**src/rtl/vga_char_bounce.sv**
```systemverilog
// Moving CHAR_W x CHAR_H bitmap overlay that bounces off the active-area walls; pix_data lags pix_x/pix_y by 2 cycles.
// Optional VGA_BOUNCE_COLOR_EN: glyph colour steps through an 8-entry palette on every bounce.
module vga_char_bounce #(
  parameter int          H_VALID  = 640,
  parameter int          V_VALID  = 480,
  parameter int          CHAR_W   = 256,
  parameter int          CHAR_H   = 64,
  parameter int          INIT_X   = 192,
  parameter int          INIT_Y   = 208,
  parameter int          X_STEP   = 2,
  parameter int          Y_STEP   = 1,
  parameter logic [15:0] FG_COLOR = 16'hFEC0,
  parameter logic [15:0] BG_COLOR = 16'h0000
) (
  input  logic                      vga_clk,
  input  logic                      sys_rst_n,
  input  logic [9:0]                pix_x,
  input  logic [9:0]                pix_y,
  input  logic                      move_en,
  output logic [$clog2(CHAR_H)-1:0] rom_addr,
  input  logic [CHAR_W-1:0]         rom_data,
  output logic [15:0]               pix_data,
  output logic                      edge_hit
);

  localparam int          AW    = $clog2(CHAR_H);
  localparam int          CW    = $clog2(CHAR_W);
  localparam logic [10:0] X_MAX = 11'(H_VALID - CHAR_W);
  localparam logic [10:0] Y_MAX = 11'(V_VALID - CHAR_H);
  localparam logic [10:0] XS    = 11'(X_STEP);
  localparam logic [10:0] YS    = 11'(Y_STEP);
  localparam logic [10:0] CW11  = 11'(CHAR_W);
  localparam logic [10:0] CH11  = 11'(CHAR_H);

  logic [9:0]    pos_x_q, pos_x_d, pos_y_q, pos_y_d;
  logic          dir_x_q, dir_x_d, dir_y_q, dir_y_d;
  logic          hit_q;
  logic [CW-1:0] col_q, col_d;
  logic [15:0]   pix_data_q, pix_data_d;
  logic          edge_hit_q, edge_hit_d;
  logic [15:0]   fg_color;

  logic [10:0]   px, py, bx, by;
  logic          in_x, in_y, in_box;
  logic          frame_end, upd, bounce_x, bounce_y;
  logic [CW-1:0] bit_sel;

  always_comb begin
    px       = {1'b0, pix_x};
    py       = {1'b0, pix_y};
    bx       = {1'b0, pos_x_q};
    by       = {1'b0, pos_y_q};
    in_x     = (pix_x != 10'h3FF) && (px >= bx) && (px < bx + CW11);
    in_y     = (pix_y != 10'h3FF) && (py >= by) && (py < by + CH11);
    in_box   = in_x && in_y;
    rom_addr = in_box ? AW'(pix_y - pos_y_q) : '0;
    col_d    = CW'(pix_x - pos_x_q);
    // ROM rows are stored MSB-first, so column 0 maps to the top bit
    bit_sel    = CW'(CHAR_W - 1) - col_q;
    pix_data_d = (hit_q && rom_data[bit_sel]) ? fg_color : BG_COLOR;
  end

  always_comb begin
    frame_end = (pix_x == 10'(H_VALID - 1)) && (pix_y == 10'(V_VALID - 1));
    upd       = frame_end && move_en;
    pos_x_d   = pos_x_q;
    dir_x_d   = dir_x_q;
    bounce_x  = 1'b0;
    pos_y_d   = pos_y_q;
    dir_y_d   = dir_y_q;
    bounce_y  = 1'b0;
    if (dir_x_q) begin
      if (bx + XS > X_MAX) begin
        pos_x_d  = X_MAX[9:0];
        dir_x_d  = 1'b0;
        bounce_x = 1'b1;
      end else begin
        pos_x_d = 10'(bx + XS);
      end
    end else if (bx < XS) begin
      pos_x_d  = 10'd0;
      dir_x_d  = 1'b1;
      bounce_x = 1'b1;
    end else begin
      pos_x_d = 10'(bx - XS);
    end
    if (dir_y_q) begin
      if (by + YS > Y_MAX) begin
        pos_y_d  = Y_MAX[9:0];
        dir_y_d  = 1'b0;
        bounce_y = 1'b1;
      end else begin
        pos_y_d = 10'(by + YS);
      end
    end else if (by < YS) begin
      pos_y_d  = 10'd0;
      dir_y_d  = 1'b1;
      bounce_y = 1'b1;
    end else begin
      pos_y_d = 10'(by - YS);
    end
    // A corner counts as a single bounce event
    edge_hit_d = upd && (bounce_x || bounce_y);
  end

  always_ff @(posedge vga_clk or negedge sys_rst_n) begin
    if (!sys_rst_n) begin
      pos_x_q    <= 10'(INIT_X);
      pos_y_q    <= 10'(INIT_Y);
      dir_x_q    <= 1'b1;
      dir_y_q    <= 1'b1;
      hit_q      <= 1'b0;
      col_q      <= '0;
      pix_data_q <= BG_COLOR;
      edge_hit_q <= 1'b0;
    end else begin
      hit_q      <= in_box;
      col_q      <= col_d;
      pix_data_q <= pix_data_d;
      edge_hit_q <= edge_hit_d;
      if (upd) begin
        pos_x_q <= pos_x_d;
        pos_y_q <= pos_y_d;
        dir_x_q <= dir_x_d;
        dir_y_q <= dir_y_d;
      end
    end
  end

`ifdef VGA_BOUNCE_COLOR_EN
  logic [2:0] cidx_q;

  always_ff @(posedge vga_clk or negedge sys_rst_n) begin
    if (!sys_rst_n)      cidx_q <= 3'd0;
    else if (edge_hit_d) cidx_q <= cidx_q + 3'd1;
  end

  always_comb begin
    fg_color = 16'hFEC0;
    case (cidx_q)
      3'd0:    fg_color = 16'hFEC0;
      3'd1:    fg_color = 16'hF800;
      3'd2:    fg_color = 16'h07E0;
      3'd3:    fg_color = 16'h001F;
      3'd4:    fg_color = 16'hFFE0;
      3'd5:    fg_color = 16'h07FF;
      3'd6:    fg_color = 16'hF81F;
      default: fg_color = 16'hFFFF;
    endcase
  end
`else
  assign fg_color = FG_COLOR;
`endif

  assign pix_data = pix_data_q;
  assign edge_hit = edge_hit_q;

endmodule

```
**config.mk**
```make
export PLATFORM = sky130hd
export DESIGN_NAME = vga_char_bounce
export DESIGN_NICKNAME = d
export VERILOG_FILES = /design/src/rtl/vga_char_bounce.sv
export SDC_FILE = /design/constraint.sdc
export NUM_CORES = 1
export LEC_CHECK = 0
export BUFFER_PORTS_ARGS = -buffer_cell sky130_fd_sc_hd__buf_2
export CORE_ASPECT_RATIO = 1.1
export CORE_MARGIN = 2
export CORE_UTILIZATION = 30
export CTS_CLUSTER_DIAMETER = 30
export DETAILED_ROUTE_END_ITERATION = 12
export GPL_TIMING_DRIVEN = 0
export SLEW_MARGIN = 25
export SYNTH_ARGS = -nofsm -noshare
export SYNTH_HDL_FRONTEND = slang
export SYNTH_SLANG_ARGS = --single-unit
```
**constraint.sdc**
```tcl
create_clock -name vga_clk -period 6 [get_ports vga_clk]
set_clock_uncertainty 0.05 [all_clocks]
set_input_delay 0.6 -clock vga_clk [delete_from_list [all_inputs] [get_ports vga_clk]]
set_output_delay 0.6 -clock vga_clk [all_outputs]
set_load 0.005 [all_outputs]
```
Yosys cells after proc, flatten, opt, wreduce, memory -nomap -nowiden
Cells that the tools add are included.
Widths: inputs -> output; s select.
Operators by class
  add/sub/neg operators: 9
  reduce and logical (&&, ||, !) cells: 10
  $lt $le $gt $ge: 9
  eq/ne operators: 4
  muxes and demuxes: 20
Operators by type and width (number)
  $mux 10: 6
  $gt 11x9->1 const B: 2
  $lt 10x11->1: 2
  $ge 10x10->1: 2
  $ne 10x10->1 const B: 2
  $mux 16: 1
  $add 10x1->11 const B: 1
  $add 10x2->11 const B: 1
  $add 10x7->11 const B: 1
  $add 10x9->11 const B: 1
  $mux 1: 11
  $eq 10x10->1 const B: 1
  $eq 10x9->1 const B: 1
  $lt 10x1->1 const B: 1
  $lt 10x2->1 const B: 1
  $sub 10x1->10 const B: 1
  $sub 10x2->10 const B: 1
  $logic_and 1x1->1: 9
  $lt 8x9->1 const B: 1
  $bmux 1 s8: 1
  $sub 8x8->8: 1
  $sub 8x8->8 const A: 1
  $mux 6: 1
  $sub 6x6->6: 1
  $logic_or 1x1->1: 1
Word-level totals
  output and inout port bits: 23
  input port bits: 279
  register bits after elaboration: 48

Logic depth before layout (Yosys ltp)
  word-level depth: 6
  depth in mapped cells: 11
  gate-level depth less buffers: 11

Worst setup path before layout
Ideal clock, no wire load.
  kind: in2out
  start: in pix_x[1]
  end: out rom_addr[3]
  stages on the path: 9
  data required time: 5.350 ns
  slack: 2.974 ns
  arrival: 2.376 ns
  cell sequence: ha_1 -> o21a_1 -> o21a_1 -> o21a_1 -> nor2_1 -> o2111ai_1 -> and4b_1 -> clkbuf_1 -> nor4b_1
Between the ends
  word-level cells in the longest chain between the ends: 5
  elaborated cells between the ends (all ways): 7
Ends and longest elaborated chain
  from (decl): RTL line 17  | input logic [9:0] pix_x,
  $ge 10x10->1 / $ne 10x10->1 (equally long branches): RTL line 53  | in_x = (pix_x != 10'h3FF) && (px >= bx) && (px < bx + CW11);
  $logic_and 1x1->1: RTL line 53
  $logic_and 1x1->1 *: RTL line 53
  $logic_and 1x1->1 *: RTL line 55  | in_box = in_x && in_y;
  $mux 6 *: RTL line 56  | rom_addr = in_box ? AW'(pix_y - pos_y_q) : '0;
  to (decl): RTL line 20  | output logic [$clog2(CHAR_H)-1:0] rom_addr,
Mark *: on every way between the ends. The rest lies on a longest branch, timed or not.

Worst setup path after layout
  start: reg pos_x_q[1]
  end: out rom_addr[5]
Between the ends
  word-level cells in the longest chain between the ends: 5
  elaborated cells between the ends (all ways): 7
Ends and longest elaborated chain
  from (decl): RTL line 35  | logic [9:0] pos_x_q, pos_x_d, pos_y_q, pos_y_d;
  from (signal assigned): RTL line 108  | pos_x_q <= 10'(INIT_X);
  from (signal assigned): RTL line 122  | pos_x_q <= pos_x_d;
  $add 10x9->11 / $ge 10x10->1 (equally long branches): RTL line 53
  $lt 10x11->1 / $logic_and 1x1->1 (equally long branches): RTL line 53
  $logic_and 1x1->1 *: RTL line 53
  $logic_and 1x1->1 *: RTL line 55
  $mux 6 *: RTL line 56
Marked as above.

==> results.md <==
* Slew headroom at between 40% and 50%
* Synth async-reset ratio at 100.0%
* Die Span Y at roughly 140 µm
* Clock transition at path regs at ~60 ps
* Clock power share at 29.7%
* DRC violations left at 0
* Hold Slack at 354.6 ps
* Avg Cell Area, Syn at 9.459 µm²
* CTS tree: done
* Max Slew Vio Count at 0
* GR Util All Layers at approximately a quarter
* Worst-Skew Late Latency at ~280 ps
* Min Tclk post-route at a little under 4000 ps
* HPWL Detailed at between 20000 and 25000 µm
* Top cells by area, synth: mux4_2, dfrtp_1, ha_1
* YS warnings at 0
* H-tree depth at 2
* Mapped cell area at about 0.0053 mm²
* Vias in the first global route at 6002
* RSZ-0062 raised after global routing: false
* Initial Utilization at between 30% and 40%
* Post-CTS setup buffers at 0
* Buffers on Ports at 294
* DRT Pass-1 Iters at 5
* WL final at ~24000 µm
* Clk sinks at 32
* Via count at 6097
* Filler-free cell count of the finished design at between 1000 and 1500
* Arrival @ worst endpoint at roughly 3200 ps
* Crit path capture type: output port
* Via density per instance at 5.528
* Std cell rows at 50
* Post-synth top area share at approximately 22%
* Ys flop type: dfrtp_1
* Peak supply drop at 0.1056 mV
* Mapped Cells at 557
* Max Cap Viol at 0
* Worst-Margin Slew at roughly 800 ps
* Antenna Nets Post-Route at 0
* GRT overflow at 0
* Post-synthesis sequential area ratio at approximately 15%
* Final hold violation count at 0
* Sw Pwr at ~0.3 mW
* Root Buffer: clkbuf_16
* PnR worst setup slack at ~2100 ps
* Post_cts resized at 0
* Setup TNS at 0 ps
* Int Pwr at 0.5838 mW
* Clock buffer depth at 2
* Hold Path Class: primary input to asynchronous set/reset pin
* First-pass GRT wire length at ~35000 µm
* Core ar. at roughly 0.017 mm²
* Post-layout nets at roughly 1200
* Setup CP Type: register to output port
* Seq cells post-synth at 32
* Critical Path Start Type: register
* EDFF count, synth at 0
* Ports at 302
* Placed cell count at roughly 1100
* Routed wire per std cell at roughly 22 µm
* Initial DRC count at 560
* Seq pwr share at ~26%
* Max Freq at approximately 0.26 GHz
* Area growth from synthesis to layout at 37.12%
* Post-placement worst setup slack at 2425 ps
* P per Cell Area at ~120 mW/mm²
* Pin count of the biggest net entering global routing at 33
* Initial antenna violation count at 4
* Sw Share at between 30 and 40%
* Yosys top cell by area: mux4_2
* Status: finished clean
* WP data required at 5350 ps
* Number of buffers created by CTS at 5
* Hold buffer count at cts at 0
* Final number of setup-violating endpoints at 0
* Leakage at between 3 and 4 nW
* Die area at around 0.019 mm²
* CP Max Fanout at 8
* Crit share post-route at about 64%
* Chip width at 130.4 µm
* Unique masters post-synth at 68
* Proportion of layout cells with a drive suffix above 1 at between 40 and 50%
* GP Congestion at between 0.9 and 1
* Combinational share of power at approximately 45%
* Fillers at ~1800
==> cells by family after synthesis <==
group	synth area share (%)
AO/OA/AOI/OAI	21.75
AND/OR/NAND/NOR	14.11
multiplexers	29.54
buffers and inverters	7.765
adder cells (fa/ha/maj)	8.834
flip-flops	15.36
XOR/XNOR	2.494
other	0.1425
==> metal layers <==
layer	up-vias	wire length, µm	global-route usage, %
met5	-	80	3.361
met4	2	349	4.759
met3	29	2427	7.756
met2	314	11870	44.03
met1	2919	9660	31.13
li1	2833	-	-
==> Yosys cell counts, drive strengths merged (9+ instances only) <==
| library cell | count |
|---|---|
| buf | 36 |
| nor3 | 21 |
| o221ai | 10 |
| mux2i | 16 |
| nand4 | 12 |
| nand2 | 28 |
| a22oi | 10 |
| nand3 | 15 |
| a21oi | 28 |
| a31oi | 13 |
| inv | 30 |
| o211ai | 9 |
| dfrtp | 25 |
| clkbuf | 13 |
| mux4 | 57 |
| xnor2 | 13 |
| o21ai | 39 |
| nor2 | 30 |
| ha | 34 |
==> through the flow <==
stage	cell area, µm²	power [mW]	utilization (%)
6_report	7224	0.8882	42.15
5_1_grt	7219	0.9333	42.12
4_1_cts	7214	0.8906	42.09
3_5_place_dp	7066	0.6261	41.22
3_3_place_gp	7056	0.6227	41.16
2_1_floorplan	5291	0.4441	-
==> layout make-up <==
class                           instances  area (µm²)  area share (%)
Tap cell                              234       292.8           4.053
Buffer                                 49       296.5           4.105
Clock inverter                          3       23.77          0.3291
Antenna cell                            4       10.01          0.1386
Clock buffer                            5       125.1           1.732
Multi-Input combinational cell        452        4083           56.51
Timing Repair Buffer                  294        1471           20.37
Inverter                               30       112.6           1.559
Sequential cell                        32       809.5           11.21
==> sequential cells by signal, summed over array words and instances, names as in the netlist <==
register and cells:
edge_hit 1, col_q 8, dir_x_q 1, hit_q 1, pos_y_q 10, pos_x_q 9, pix_data 1, dir_y_q 1
==> worst paths after layout <==
check                            from            to  slack (ps)  cells after the start
min in group vga_clk         pix_x[0]      col_q[0]         430                      1
setup / recovery           pos_x_q[1]   rom_addr[5]        2130                     11
hold / removal              sys_rst_n    pos_x_q[3]         350                      1
hold reg to reg                 hit_q  pix_data[14]         500                      1
max in group asynchronous   sys_rst_n    pos_y_q[8]        5040                      1
setup reg to reg             col_q[1]  pix_data[14]        3080                      9
==> power groups by stage <==
stage	clock [mW]	sequential [mW]	combinational [mW]
3_3_place_gp	0	0.233	0.390
5_1_grt	0.278	0.230	0.425
4_1_cts	0.267	0.230	0.395
2_1_floorplan	0	0.230	0.214
6_report	0.263	0.230	0.395
3_5_place_dp	0	0.233	0.393
==> cell usage in the layout, fill, tap and decap left out, drive strengths merged, types with 4 or more instances in the layout <==
| master | count |
|---|---|
| a22oi | 10 |
| o21ai | 39 |
| mux2 | 8 |
| ha | 34 |
| nand3 | 15 |
| nor4 | 7 |
| nor2 | 30 |
| mux2i | 16 |
| o211ai | 9 |
| nand2b | 5 |
| nand4 | 12 |
| nor3 | 21 |
| a21oi | 28 |
| a211oi | 7 |
| dfstp | 7 |
| clkbuf | 18 |
| xnor2 | 13 |
| o31ai | 7 |
| mux4 | 57 |
| nand2 | 28 |
| diode | 4 |
| a21o | 6 |
| nor2b | 4 |
| o221ai | 10 |
| inv | 30 |
| conb | 8 |
| a31oi | 13 |
| a221oi | 7 |
| buf | 330 |
| o21a | 8 |
| dfrtp | 25 |
==> critical path, cell delays in order, from the launching register on <==
cell	delay, ps
dfrtp_1	490
inv_1	190
ha_1	320
o21a_1	200
o21a_1	180
o21a_1	160
nor2_1	210
o2111ai_1	180
and4b_1	200
clkbuf_1	210
nor4b_1	410
buf_2	180
(Power assumes the default switching activity.)
